==> src/rtl/alu_issue_decode_pkg.sv <==
// Shared types for the ALU issue/decode stage: ALU operation encoding,
// RV32I opcode constants, operand selects and the ID/EX bundle.
package alu_issue_decode_pkg;

  typedef enum logic [3:0] {
    ALU_ADD  = 4'd0,
    ALU_SUB  = 4'd1,
    ALU_SLL  = 4'd2,
    ALU_SLT  = 4'd3,
    ALU_SLTU = 4'd4,
    ALU_XOR  = 4'd5,
    ALU_SRL  = 4'd6,
    ALU_SRA  = 4'd7,
    ALU_OR   = 4'd8,
    ALU_AND  = 4'd9
  } alu_op_t;

  localparam logic [6:0] OPC_OP     = 7'b0110011;
  localparam logic [6:0] OPC_OP_IMM = 7'b0010011;
  localparam logic [6:0] OPC_LUI    = 7'b0110111;
  localparam logic [6:0] OPC_AUIPC  = 7'b0010111;

  localparam logic [6:0] FUNCT7_BASE = 7'b0000000;
  localparam logic [6:0] FUNCT7_ALT  = 7'b0100000;

  typedef enum logic [1:0] {
    A_SEL_ZERO = 2'd0,
    A_SEL_RS1  = 2'd1,
    A_SEL_PC   = 2'd2
  } a_sel_t;

  typedef enum logic [1:0] {
    B_SEL_ZERO = 2'd0,
    B_SEL_RS2  = 2'd1,
    B_SEL_IMM  = 2'd2
  } b_sel_t;

  typedef struct packed {
    alu_op_t     alu_op;
    logic [31:0] operand_a;
    logic [31:0] operand_b;
    logic [4:0]  rd;
    logic        rd_we;
    logic        illegal;
    logic [31:0] pc;
  } id_ex_bundle_t;

  // Base funct3 map shared by OP and OP-IMM (funct7 = 0000000 variants).
  function automatic alu_op_t base_op(input logic [2:0] funct3);
    alu_op_t op;
    case (funct3)
      3'b000:  op = ALU_ADD;
      3'b001:  op = ALU_SLL;
      3'b010:  op = ALU_SLT;
      3'b011:  op = ALU_SLTU;
      3'b100:  op = ALU_XOR;
      3'b101:  op = ALU_SRL;
      3'b110:  op = ALU_OR;
      3'b111:  op = ALU_AND;
      default: op = ALU_ADD;
    endcase
    return op;
  endfunction

endpackage

==> src/rtl/alu_issue_decode_op_decode.sv <==
// Combinational RV32I integer-computational decoder: instruction to ALU
// operation, operand selects, immediate and illegal flag.
module alu_op_decode
  import alu_issue_decode_pkg::*;
(
  input  logic [31:0] instr,
  output alu_op_t     alu_op,
  output a_sel_t      a_sel,
  output b_sel_t      b_sel,
  output logic [31:0] imm,
  output logic [4:0]  rd,
  output logic        illegal
);

  logic [6:0] opcode_s;
  logic [2:0] funct3_s;
  logic [6:0] funct7_s;

  assign opcode_s = instr[6:0];
  assign funct3_s = instr[14:12];
  assign funct7_s = instr[31:25];
  assign rd       = instr[11:7];

  // Opcode/funct decode; unknown encodings fall through to the illegal default.
  always_comb begin
    alu_op  = ALU_ADD;
    a_sel   = A_SEL_ZERO;
    b_sel   = B_SEL_ZERO;
    imm     = 32'h0000_0000;
    illegal = 1'b0;
    case (opcode_s)
      OPC_OP: begin
        a_sel = A_SEL_RS1;
        b_sel = B_SEL_RS2;
        if (funct7_s == FUNCT7_BASE) begin
          alu_op = base_op(funct3_s);
        end else if (funct7_s == FUNCT7_ALT && funct3_s == 3'b000) begin
          alu_op = ALU_SUB;
        end else if (funct7_s == FUNCT7_ALT && funct3_s == 3'b101) begin
          alu_op = ALU_SRA;
        end else begin
          illegal = 1'b1;
        end
      end
      OPC_OP_IMM: begin
        a_sel  = A_SEL_RS1;
        b_sel  = B_SEL_IMM;
        imm    = {{20{instr[31]}}, instr[31:20]};
        alu_op = base_op(funct3_s);
        // Shifts reuse the upper immediate bits as funct7.
        if (funct3_s == 3'b001) begin
          illegal = (funct7_s != FUNCT7_BASE);
        end else if (funct3_s == 3'b101) begin
          if (funct7_s == FUNCT7_ALT) begin
            alu_op = ALU_SRA;
          end else begin
            illegal = (funct7_s != FUNCT7_BASE);
          end
        end else begin
          illegal = 1'b0;
        end
      end
      OPC_LUI: begin
        a_sel = A_SEL_ZERO;
        b_sel = B_SEL_IMM;
        imm   = {instr[31:12], 12'h000};
      end
      OPC_AUIPC: begin
        a_sel = A_SEL_PC;
        b_sel = B_SEL_IMM;
        imm   = {instr[31:12], 12'h000};
      end
      default: begin
        illegal = 1'b1;
      end
    endcase
    // Illegal bundles carry ADD with zero operands.
    if (illegal) begin
      alu_op = ALU_ADD;
      a_sel  = A_SEL_ZERO;
      b_sel  = B_SEL_ZERO;
      imm    = 32'h0000_0000;
    end else begin
      imm    = imm;
    end
  end

endmodule

==> src/rtl/alu_issue_decode.sv <==
// ID/EX issue stage: decodes the instruction, resolves forwarded operands
// and registers the bundle behind a valid/ready handshake with flush.
module alu_issue_decode
  import alu_issue_decode_pkg::*;
#(
  parameter int XLEN = 32
) (
  input  logic            clk_i,
  input  logic            rst_i,
  input  logic            valid_i,
  output logic            ready_o,
  input  logic [31:0]     instr_i,
  input  logic [XLEN-1:0] pc_i,
  input  logic [XLEN-1:0] rs1_data_i,
  input  logic [XLEN-1:0] rs2_data_i,
  input  logic            fwd_ex_valid_i,
  input  logic [4:0]      fwd_ex_rd_i,
  input  logic [XLEN-1:0] fwd_ex_data_i,
  input  logic            fwd_wb_valid_i,
  input  logic [4:0]      fwd_wb_rd_i,
  input  logic [XLEN-1:0] fwd_wb_data_i,
  input  logic            flush_i,
  output logic            valid_o,
  input  logic            ready_i,
  output alu_op_t         alu_op_o,
  output logic [XLEN-1:0] operand_a_o,
  output logic [XLEN-1:0] operand_b_o,
  output logic [4:0]      rd_o,
  output logic            rd_we_o,
  output logic            illegal_o,
  output logic [XLEN-1:0] pc_o
);

  localparam id_ex_bundle_t BUNDLE_RESET = '{
    alu_op:    ALU_ADD,
    operand_a: 32'h0000_0000,
    operand_b: 32'h0000_0000,
    rd:        5'd0,
    rd_we:     1'b0,
    illegal:   1'b0,
    pc:        32'h0000_0000
  };

  alu_op_t       dec_op_s;
  a_sel_t        dec_a_sel_s;
  b_sel_t        dec_b_sel_s;
  logic [31:0]   dec_imm_s;
  logic [4:0]    dec_rd_s;
  logic          dec_illegal_s;
  logic [31:0]   rs1_val_s;
  logic [31:0]   rs2_val_s;
  id_ex_bundle_t next_bundle_s;
  id_ex_bundle_t bundle_r;
  logic          valid_r;
  logic          xfer_in_s;

  // EX beats WB beats register file; x0 always reads zero.
  function automatic logic [31:0] resolve(
    input logic [4:0]  idx,
    input logic [31:0] rf_data,
    input logic        ex_valid,
    input logic [4:0]  ex_rd,
    input logic [31:0] ex_data,
    input logic        wb_valid,
    input logic [4:0]  wb_rd,
    input logic [31:0] wb_data
  );
    logic [31:0] val;
    if (idx == 5'd0) begin
      val = 32'h0000_0000;
    end else if (ex_valid && ex_rd == idx) begin
      val = ex_data;
    end else if (wb_valid && wb_rd == idx) begin
      val = wb_data;
    end else begin
      val = rf_data;
    end
    return val;
  endfunction

  alu_op_decode u_decode (
    .instr   (instr_i),
    .alu_op  (dec_op_s),
    .a_sel   (dec_a_sel_s),
    .b_sel   (dec_b_sel_s),
    .imm     (dec_imm_s),
    .rd      (dec_rd_s),
    .illegal (dec_illegal_s)
  );

  assign rs1_val_s = resolve(instr_i[19:15], rs1_data_i, fwd_ex_valid_i, fwd_ex_rd_i,
                             fwd_ex_data_i, fwd_wb_valid_i, fwd_wb_rd_i, fwd_wb_data_i);
  assign rs2_val_s = resolve(instr_i[24:20], rs2_data_i, fwd_ex_valid_i, fwd_ex_rd_i,
                             fwd_ex_data_i, fwd_wb_valid_i, fwd_wb_rd_i, fwd_wb_data_i);

  assign ready_o   = !valid_r || ready_i;
  assign xfer_in_s = valid_i && ready_o;

  // Assemble the incoming bundle from decode results and resolved operands.
  always_comb begin
    next_bundle_s         = BUNDLE_RESET;
    next_bundle_s.alu_op  = dec_op_s;
    next_bundle_s.rd      = dec_rd_s;
    next_bundle_s.illegal = dec_illegal_s;
    next_bundle_s.rd_we   = !dec_illegal_s && (dec_rd_s != 5'd0);
    next_bundle_s.pc      = pc_i;
    case (dec_a_sel_s)
      A_SEL_RS1: next_bundle_s.operand_a = rs1_val_s;
      A_SEL_PC:  next_bundle_s.operand_a = pc_i;
      default:   next_bundle_s.operand_a = 32'h0000_0000;
    endcase
    case (dec_b_sel_s)
      B_SEL_RS2: next_bundle_s.operand_b = rs2_val_s;
      B_SEL_IMM: next_bundle_s.operand_b = dec_imm_s;
      default:   next_bundle_s.operand_b = 32'h0000_0000;
    endcase
  end

  // ID/EX register: reset, then flush, then load, then drain; otherwise hold.
  always_ff @(posedge clk_i) begin
    if (rst_i) begin
      valid_r  <= 1'b0;
      bundle_r <= BUNDLE_RESET;
    end else if (flush_i) begin
      valid_r  <= 1'b0;
    end else if (xfer_in_s) begin
      valid_r  <= 1'b1;
      bundle_r <= next_bundle_s;
    end else if (valid_r && ready_i) begin
      valid_r  <= 1'b0;
    end else begin
      valid_r  <= valid_r;
    end
  end

  assign valid_o     = valid_r;
  assign alu_op_o    = bundle_r.alu_op;
  assign operand_a_o = bundle_r.operand_a;
  assign operand_b_o = bundle_r.operand_b;
  assign rd_o        = bundle_r.rd;
  assign rd_we_o     = bundle_r.rd_we;
  assign illegal_o   = bundle_r.illegal;
  assign pc_o        = bundle_r.pc;

endmodule

==> config.mk <==
export PLATFORM = sky130hd
export DESIGN_NAME = alu_issue_decode
export DESIGN_NICKNAME = d
export VERILOG_FILES = /design/src/rtl/alu_issue_decode_pkg.sv /design/src/rtl/alu_issue_decode_op_decode.sv /design/src/rtl/alu_issue_decode.sv
export SDC_FILE = /design/constraint.sdc
export NUM_CORES = 1
export LEC_CHECK = 0
export BUFFER_PORTS_ARGS = -buffer_cell sky130_fd_sc_hd__buf_4
export CAP_MARGIN = 10
export CORE_AREA = 2 2 123 125
export DETAILED_ROUTE_END_ITERATION = 7
export DIE_AREA = 0 0 125 127
export GPL_TIMING_DRIVEN = 1
export PLACE_DENSITY = 0.87
export SYNTH_ARGS = -nofsm -noshare
export SYNTH_HDL_FRONTEND = slang
export SYNTH_SLANG_ARGS = --single-unit
==> constraint.sdc <==
create_clock -name clk_i -period 3.11 [get_ports clk_i]
set_input_delay 0.1555 -clock clk_i [delete_from_list [all_inputs] [get_ports clk_i]]
set_output_delay 0.1555 -clock clk_i [all_outputs]
set_load 0.02 [all_outputs]
# Word level (Yosys, flattened, before mapping)
# Memory sizes are Yosys's and may differ from the RTL's.
# Index checks and enable logic that the tools add are counted.
# classes
n_eq_ne	15
n_bitwise	1
n_mux	31
reduce_logical	24
# ops
operator	count
2-to-1 mux 32 bit	7
one-hot mux 32 bit (2 select lines)	3
2-to-1 mux 4 bit	6
== test 7 x 6 -> 1 bit (second input constant)	3
== test 5 bit	4
== test 7 x 5 -> 1 bit (second input constant)	2
zero test 5 bit	2
logical AND 1 bit	9
2-to-1 mux 1 bit	8
one-hot mux 2 bit (2 select lines)	2
one-hot mux 4 bit (2 select lines)	1
zero test 7 bit	1
nonzero test 7 bit	1
OR reduction 2 bit	3
nonzero test 5 bit	1
== test 2 x 1 -> 1 bit (second input constant)	2
== test 2 bit (second input constant)	2
2-to-1 mux 2 bit	2
== test 3 x 1 -> 1 bit (second input constant)	1
== test 3 bit (second input constant)	1
zero test 3 bit	1
2-to-1 mux 3 bit	1
one-hot mux 1 bit (3 select lines)	1
OR reduction 3 bit	1
5 further kinds	6
# totals
input_bits	209
regBits	108
output_inout_bits	109
wordCells	81
rom_bits	64
n_memories	2
# memory_table
name	words	width	read_ports	rd_ports_with_merged_regs	write_ports	line	rtl
(no name shown)	8	4	1	0	0	alu_issue_decode_pkg.sv:51	case (funct3)
(no name shown)	8	4	1	0	0	alu_issue_decode_pkg.sv:51	

# Logic depth before layout (Yosys ltp)
# Gate-level depths: netlist of run 1.
# logic_depth
word_depth	9
mapped_depth	14
depth_no_buf	13

# Hierarchy
# Synthesis of run 1 repeated with hierarchy kept, for this count alone.
# unflattened
cells_unflattened	880
area_unflattened_um2	6839.1
# modules_own_cells
module	instances	seq_area_each_um2	area_per_inst_um2	cells_each
alu_issue_decode	1	2162.1	6078.3	762
alu_op_decode	1	0.0	760.7	118

# Worst setup path before layout of run 1
# OpenSTA, ideal clock, no wires.
# synth_timing
kind	input to register
from	input port instr_i[13]
to	register bundle_r (netlist bit operand_a_o[23])
required_ns	3.041
arrival_ns	2.472
setup_slack_ns	0.569
n_path_buf	1
stages	10
setup_time_ns	0.069
path_cell_list	inv_1 -> ha_1 -> a21bo_2 -> o2111ai_1 -> o22ai_1 -> ha_1 -> nor4b_1 -> clkbuf_1 -> a22oi_1 -> o21ai_1
# synth_via
elab_chain_cells	9
elab_cells_between_ends	15
classes_between	eq/ne: 4; mux: 8; reduce/logical: 3
# synth_rtl
item	line	rtl
from (decl)	alu_issue_decode.sv:12	input logic [31:0] instr_i,
== test 3 bit	alu_issue_decode_op_decode.sv:39, alu_issue_decode_op_decode.sv:53	
logical AND 1 bit	alu_issue_decode_op_decode.sv:39	end else if (funct7_s == FUNCT7_ALT && funct3_s == 3'b101) begin
2-to-1 mux 1 bit	alu_issue_decode_op_decode.sv:39	
2-to-1 mux 1 bit	alu_issue_decode_op_decode.sv:37	end else if (funct7_s == FUNCT7_ALT && funct3_s == 3'b000) begin
2-to-1 mux 1 bit	alu_issue_decode_op_decode.sv:35	if (funct7_s == FUNCT7_BASE) begin
one-hot mux 1 bit (3 select lines) (*)	alu_issue_decode_op_decode.sv:31	case (opcode_s)
2-to-1 mux 2 bit (*)	alu_issue_decode_op_decode.sv:78	if (illegal) begin
== test 2 bit / == test 2 x 1 -> 1 bit (equally long branches)	alu_issue_decode.sv:107	case (dec_a_sel_s)
one-hot mux 32 bit (2 select lines) (*)	alu_issue_decode.sv:107	
to (signal assigned)	alu_issue_decode.sv:128	bundle_r <= next_bundle_s;
to (decl)	alu_issue_decode.sv:53	id_ex_bundle_t bundle_r;
# Mark *: on every way between the ends. The rest lies on a longest branch, timed or not.
# A chain may end at the register's enable or synchronous reset.

# Worst setup path in the final report of run 1
# layout_timing
from	input port instr_i[13]
to	register bundle_r (netlist bit operand_b_o[13])
# layout_via
elab_chain_cells	9
elab_cells_between_ends	17
classes_between	eq/ne: 4; mux: 10; reduce/logical: 3
# layout_rtl
item	line	rtl
== test 3 bit	alu_issue_decode_op_decode.sv:39, alu_issue_decode_op_decode.sv:53	
logical AND 1 bit	alu_issue_decode_op_decode.sv:39	
2-to-1 mux 1 bit	alu_issue_decode_op_decode.sv:39	
2-to-1 mux 1 bit	alu_issue_decode_op_decode.sv:37	
2-to-1 mux 1 bit	alu_issue_decode_op_decode.sv:35	
one-hot mux 1 bit (3 select lines)	alu_issue_decode_op_decode.sv:31	
2-to-1 mux 2 bit	alu_issue_decode_op_decode.sv:78	
== test 2 bit / == test 2 x 1 -> 1 bit (equally long branches)	alu_issue_decode.sv:112	case (dec_b_sel_s)
one-hot mux 32 bit (2 select lines) (*)	alu_issue_decode.sv:112	
# Marked as above.

==> metrics.md, run 1 <==
| Metric | Value |
|---|---|
| Status | completed |
| Count leader, synth | nand2_1 |
| Tmin final | 2.59 ns |
| Placed Cells | 1267 |
| Final Non-Filler Cells | 1283 |
| CP arrival | between 2 and 3 ns |
| CP Depth | 13 |
| Slowest stage delay, CP | 0.36 ns |
| Combinational share of power | roughly a fifth |
| Total of max-cap violations | 0 |
| CP endpoint | operand_b_o[13]$_SDFFE_PP0P_ |
| Post-synth top area share | a little over a third |
| CP max-delay cell | a311oi_1 |
| Initial antenna violation count | 0 |
| Sequential area share after synthesis | 35.0% |
| Switching power | 958 uW |
| ANT nets after route | 0 |
| Area of the multi-input gates | 3730 um2 |
| CTS sink count | 108 |
| Syn Nets | 1036 |
| N_diodes | 0 |
| Final Max Tran Viols | 0 |
| Max Freq | 386 MHz |
| Vias per inst | slightly above 6 |
| CP Buf/Inv Count | 3 |
| Delay-heaviest family, CP | compound AO/OA/AOI/OAI gates |
| GR Util All Layers | around 34% |
| WP data required | 3.41 ns |
| Seq pwr share | 43.9% |
| Starting Density | 42.9% |
| Yosys warnings | 0 |
| Core area | 14400 um2 |
| Die ar. | 15900 um2 |
| Fin crit share | around 83% |
| Fraction of layout cells with a size suffix above 1 | 33.5% |
| FF/Latch Area | between 2000 and 2500 um2 |
| Hold buffer count at CTS | 0 |
| Worst-path maximum fanout | 8 |
| Critical-path cell list | buf_4 -> inv_1 -> ha_1 -> inv_1 -> a31oi_2 -> nor2_1 -> o21ai_0 -> ha_1 -> nor2b_1 -> and3_1 -> nand3_1 -> a311oi_1 -> a221o_1 |
| Die width | 125 um |
| Slew HR | 25.5% |
| Die H | 127 um |
| Startpoint types | input pin |
| Pwr dens | 357 nW/um2 |
| Largest net degree at the start of global routing | 59 |
| Area leader, netlist | dfxtp_1 |
| Global-route wire length before repair | approximately 42 mm |
| Routability congestion estimate | between 0.9 and 1 |
| Remaining DRCs | 0 |
| Nets | roughly 1300 |
| Reg2Reg Setup Slack | 1.19 ns |
| Main flop type after synthesis | dfxtp_1 |
| DR vias | ~7800 |
| Num rows | 44 |
| First-iteration detailed-routing DRC count | 848 |
| Worst Hold Class | input pin to register |
| Wirelength per Cell | 22.1 um |
| IO buf count | 317 |
| # fillers | between 1000 and 1500 |
| DRT Pass-1 Iters | 7 |
| Pint | 2.27 mW |
| Synth-to-layout area growth | 46.1% |
| Worst setup startpoint | instr_i[13] |
| Slew @ Worst Pin | 1.11 ns |
| Remaining global-route overflow | 0 |
| Unrepaired setup endpoints after global routing | false |
| Number of flops mapped to enable cells by yosys | 0 |
| Clock power share | 35.1% |
| Ranking of synthesized cells by area | dfxtp_1, o21ai_0, nand2_1 |
| H-tree depth | 3 |
| Ys async rst share | 0% |
| Net Sw Frac | around 30% |
| Synth unique cells | 47 |
| Clk pin slew, worst setup/hold paths | 0.08 ns |
| Setup-failing EPs final | 0 |
| TNS Setup | 0 ns |
| Synthesized area | 6190 um2 |
| FF-to-FF Start | valid_o$_SDFFE_PP0P_ |
| CP Class | input pin to register |
| Post-Synthesis Cells | 819 |
| Flops & latches, synth | approximately 110 |
| Post-DP HPWL | 21.7 mm |
| Gates resized, CTS repair | 0 |
| Fin. Hold Viols | 0 |
| Cts bufs inserted | 9 |
| Peak VDD IR | around 240 uV |
| FF-to-FF path depth | 7 |
| Setup bufs post-CTS | 0 |
| CTS root buf | clkbuf_16 |
| Commonest cells post-synth | nand2_1, dfxtp_1, o21ai_0, clkbuf_1, nor2_1 |
| IO Count | between 300 and 400 |
| Clk Latency, worst-skew pair | 0.36 ns |
| Max Root-Sink Buffers | 2 |
| Clock Skew | 0.00680 ns |
| Critical R2R Capture | operand_a_o[11]$_SDFFE_PP0P_ |
| P_leak | roughly 3.8 nW |
| WL final | 28.4 mm |
| CTS tree | built |
| Vias in the first global route | 7361 |
| Mean Syn Cell Area | 7.55 um2 |
| CP endpoint kind | register |
[power groups by stage]
| stage | clock network, mW | logic, mW | registers [mW] |
|---|---|---|---|
| floorplan | 0 | 0.249 | 1.48 |
| global placement | 0 | 0.659 | 1.45 |
| detailed placement | 0 | 0.664 | 1.45 |
| CTS | 1.15 | 0.666 | 1.42 |
| global route | 1.21 | 0.720 | 1.42 |
| finish | 1.13 | 0.678 | 1.42 |
[sequential cells by signal, indices dropped and copies added, names as in the netlist]
name / cells
alu_op_o: 4
illegal_o: 1
operand_a_o: 32
operand_b_o: 32
pc_o: 32
rd_o: 5
rd_we_o: 1
valid_o: 1
[worst register-to-register path, stage by stage, from the launching register on]
cell	delay [ns]
dfxtp_1	0.32
nand2b_1	0.20
nand3b_1	0.13
buf_4	0.24
nor4_4	0.25
buf_4	0.30
o21ai_0	0.17
o21ai_0	0.24
[worst min-delay path by stage]
stage	startpoint	endpoint	slack (ns)	depth (start not counted)
2_1_floorplan	pc_i[0]	operand_a_o[0]$_SDFFE_PP0P_	0.29	2
4_1_cts	pc_i[17]	operand_a_o[17]$_SDFFE_PP0P_	0.02	3
6_report	pc_i[17]	operand_a_o[17]$_SDFFE_PP0P_	0.03	3
3_5_place_dp	pc_i[20]	operand_a_o[20]$_SDFFE_PP0P_	0.39	3
3_3_place_gp	pc_i[18]	operand_a_o[18]$_SDFFE_PP0P_	0.39	3
5_1_grt	pc_i[14]	operand_a_o[14]$_SDFFE_PP0P_	0.02	3
[layer usage]
metal  share of wire, %  wire length, um  vias to the layer above  track usage, %
li1                   -                -                     3580               -
met2                 47            13400                      518            57.3
met1                 40            11400                     3626            43.9
met4                3.3              932                        0            11.9
met3                9.5             2690                       73            6.99
met5                  0                0                        -               0
[per-stage QoR]
stage | power (mW) | hold WS, ns | setup slack, ns | utilization, % | area (um2)
after detailed placement | 2.11 | 0.394 | 0.309 | 60.7 | 8760
after global placement | 2.11 | 0.386 | 0.391 | 60.7 | 8760
after CTS | 3.23 | 0.0200 | 0.605 | 62.7 | 9040
after global routing | 3.35 | 0.0216 | 0.302 | 62.7 | 9040
after floorplan | 1.73 | 0.287 | 0.569 | - | 6190
final | 3.23 | 0.0264 | 0.521 | 62.7 | 9040
[cell type report]
type,count,area share [%]
inverter,14,0.581
timing repair buffer,340,28.5
multi-input combinational,621,41.3
sequential,108,23.9
tap,184,2.55
clock inverter,7,0.623
clock buffer,9,2.49
[kinds of logic (layout without fill, tap and decap cells)]
| family | Yosys count | in the layout | synth area share (%) |
|---|---|---|---|
| DFF | 108 | 108 | 35.0 |
| and+or+nand+nor | 274 | 274 | 21.3 |
| muxes | 3 | 3 | 0.485 |
| AOI/OAI and AO/OA | 316 | 316 | 33.3 |
| xor gates and xnor gates | 20 | 20 | 2.83 |
| adders and majority gates | 8 | 8 | 1.62 |
| buffers and inverters | 90 | 370 | 5.52 |
[cells in the final DEF (no fill, tap or decap), types with 3 or more instances in the layout]
cell,Yosys,layout
buf_4,0,338
nand2_1,110,110
dfxtp_1,108,108
o21ai_0,95,95
a21oi_1,44,44
nor2_1,45,43
a22oi_1,43,43
nand3_1,41,41
a211oi_1,32,32
and3_1,28,28
a221oi_1,24,24
a21o_1,19,19
o211ai_1,15,15
inv_1,14,14
xnor2_1,16,14
o21ai_1,14,14
nand4_1,13,13
nor3_1,12,12
a311oi_1,9,9
clkbuf_16,0,9
a221o_1,8,8
ha_1,8,8
nor2b_1,4,4
and2_1,4,4
xor2_1,4,4
nor4_4,2,3
o2111ai_1,3,3
o22ai_1,3,3
mux2i_1,3,3
No activity file was read; power rests on OpenSTA's default activity.
==> run 2: changes to the inputs <==
--- a/config.mk
+++ b/config.mk
@@ -5,13 +5,14 @@
 export SDC_FILE = /design/constraint.sdc
 export NUM_CORES = 1
 export LEC_CHECK = 0
+export ABC_AREA = 1
 export BUFFER_PORTS_ARGS = -buffer_cell sky130_fd_sc_hd__buf_4
 export CAP_MARGIN = 10
-export CORE_AREA = 2 2 123 125
+export CORE_MARGIN = 2
+export CORE_UTILIZATION = 47
 export DETAILED_ROUTE_END_ITERATION = 7
-export DIE_AREA = 0 0 125 127
 export GPL_TIMING_DRIVEN = 1
-export PLACE_DENSITY = 0.87
+export PLACE_DENSITY = 0.9
 export SYNTH_ARGS = -nofsm -noshare
 export SYNTH_HDL_FRONTEND = slang
 export SYNTH_SLANG_ARGS = --single-unit
==> constraint.sdc (replaced) <==
create_clock -name clk_i -period 2.6 [get_ports clk_i]
set_input_delay 0.13 -clock clk_i [delete_from_list [all_inputs] [get_ports clk_i]]
set_output_delay 0.13 -clock clk_i [all_outputs]
set_load 0.02 [all_outputs]
==> metrics.md, run 2 <==
| Metric | Value |
|---|---|
| N_diodes | 0 |
| DR vias | 9570 |
| First-iteration detailed-routing DRC count | 751 |
| # fillers | 1513 |
| Nets | 1760 |
| Clock Skew | 0.00853 ns |
| Routability congestion estimate | roughly 1.0 |
| Remaining global-route overflow | 0 |
| Post-route cell area | 10200 um2 |
| Slew @ Worst Pin | 1.22 ns |
| Largest net degree at the start of global routing | 56 |
| WL final | 30.7 mm |
| Vias per inst | between 5 and 6 |
| Total of max-cap violations | 0 |
| Ys async rst share | 0% |
| CP Class | input pin to register |
| Min-delay src | pc_i[5] |
| ANT nets after route | 0 |
| Max Root-Sink Buffers | 2 |
| Setup bufs post-CTS | 0 |
| CP arrival | 2.43 ns |
| FF-to-FF Start | valid_o$_SDFFE_PP0P_ |
| CTS sink count | 108 |
| Startpoint types | input pin |
| Post-DP HPWL | about 23 mm |
| Pwr dens | 390 nW/um2 |
| Vias in the first global route | 9096 |
| Post-synth top area share | 28.3% |
| Status | completed |
| Initial antenna violation count | 0 |
| Final Max Tran Viols | 0 |
| Commonest cells post-synth | nand2_1, nor2_1, nand3_1, dfxtp_1, inv_1 |
| Tmin final | 2.22 ns |
| Sequential area share after synthesis | about 28% |
| Commonest non-fill, non-tap cell in the layout | nand2_1 |
| Die width | around 130 um |
| Placed Area | 9910 um2 |
| Fin crit share | 85.3% |
| WP data required | 2.81 ns |
| CP endpoint kind | register |
| Cts bufs inserted | 9 |
| CTS tree | built |
| Die H | around 130 um |
| Synth-to-layout area growth | 34.0% |
| Starting Density | 48.1% |
| Syn Nets | about 1500 |
| Global-route wire length before repair | 48.2 mm |
| DRT Pass-1 Iters | 7 |
| Count leader, synth | nand2_1 |
| Number of flops mapped to enable cells by yosys | 0 |
| Slew HR | 18.8% |
| Synth unique cells | 39 |
| Setup-failing EPs final | 0 |
| Yosys warnings | 0 |
| IO Count | between 300 and 400 |
| Worst Hold Class | input pin to register |
| Remaining DRCs | 0 |
| Area leader, netlist | dfxtp_1 |
| Clk pin slew, worst setup/hold paths | 0.08 ns |
| Num rows | 46 |
| Wirelength per Cell | 17.4 um |
| Fraction of layout cells with a size suffix above 1 | 27.6% |
| Flops & latches, synth | 108 |
| CTS root buf | clkbuf_16 |
| Worst setup startpoint | instr_i[13] |
| Core area | 15900 um2 |
| Clk Latency, worst-skew pair | 0.35 ns |
| Fin. Hold Viols | 0 |
| Ranking of synthesized cells by area | dfxtp_1, nand2_1, nor2_1 |
| P_leak | 5.05 nW |
| GR Util All Layers | between 30% and 40% |
| TNS Setup | 0 ns |
| Synthesized area | between 7000 and 8000 um2 |
| Main flop type after synthesis | dfxtp_1 |
| Max Freq | around 450 MHz |
| Die ar. | 17300 um2 |
| Commonest non-fill, non-tap cells in the layout | nand2_1, buf_4, nor2_1 |
| Worst-path maximum fanout | 12 |
| Post-Synthesis Cells | between 1000 and 1500 |
| H-tree depth | 3 |
| Mean Syn Cell Area | ~6 um2 |
| Worst hold slack | between 0.007 and 0.008 ns |
| Peak VDD IR | between 300 and 400 uV |
| Unrepaired setup endpoints after global routing | false |
| IO buf count | 317 |
[run 2: cell types whose count changed after synthesis, sizes merged, moves of 35 or more]
cell    previous run  this run
nor2              45       240
nand2            110       427
inv               14        61
buf                5        41
a22oi             43         0
nand3             41       155
clkbuf            71        36
[run 2: area by class of cell]
class                      count  area, um2  area share, %
clock buffer                   9        225           2.20
tap                          216        270           2.64
clock inverter                 7       81.3          0.794
multi-input combinational   1020       4650           45.3
inverter                      61        230           2.25
timing repair buffer         343       2630           25.7
sequential                   108       2160           21.1
[run 2: repair_timing]
item	in CTS	in global routing
hold buffers	3	0
resized for setup	0	0
endpoints found under the setup margin	0	0
endpoints found under the hold margin	3	0
[run 2: layer usage]
layer,part of all wire [%],GRT usage (%),vias to the layer above
met5,0,0,-
met4,4.8,16.4,0
met3,8.5,6.21,88
met2,48,58.4,530
met1,39,42.4,4336
li1,-,-,4616
[run 2: path summary, 6_finish.rpt]
check	end	slack [ns]	cells after the start
worst min register to register	operand_b_o[27]$_SDFFE_PP0P_	0.47	2
worst min-delay path	pc_o[5]$_SDFFE_PP0P_	0.008	3
worst max-delay path	operand_b_o[24]$_SDFFE_PP0P_	0.38	18
worst max register to register	alu_op_o[1]$_SDFFE_PP0P_	0.81	7
[run 2: report_power, final]
part           switching, mW  internal [mW]
sequential            0.0199           1.69
combinational          0.484          0.371
clock                  0.735          0.698
[run 2: critical path, stage by stage]
cell	delay, ns
buf_4	0.13
inv_1	0.10
ha_1	0.20
nand2_1	0.08
nand2_1	0.09
nand3_2	0.10
nand3_1	0.12
nand2_2	0.09
nor2_1	0.16
inv_1	0.08
nor2_1	0.13
inv_1	0.06
ha_1	0.21
inv_1	0.30
buf_4	0.25
o21ai_1	0.08
nand2_1	0.06
a21oi_1	0.06
[run 2: cell families after synthesis]
| kind of cell | synth area share [%] |
|---|---|
| fa+ha+maj | 1.31 |
| buf+inv | 11.1 |
| xor+xnor | 0.115 |
| simple gates | 46.8 |
| flops | 28.3 |
| compound gates | 12.3 |
[run 2: per-stage QoR]
step                      cells  power, mW  util (%)  worst slack (ns)
after CTS                  1764       4.01      64.5             0.416
final                      1764       4.00      64.5             0.383
after global placement     1745       2.59      62.4             0.162
after detailed placement   1745       2.59      62.4            0.0398
after global routing       1764       4.17      64.5             0.148
after floorplan            1273       2.16         -             0.369
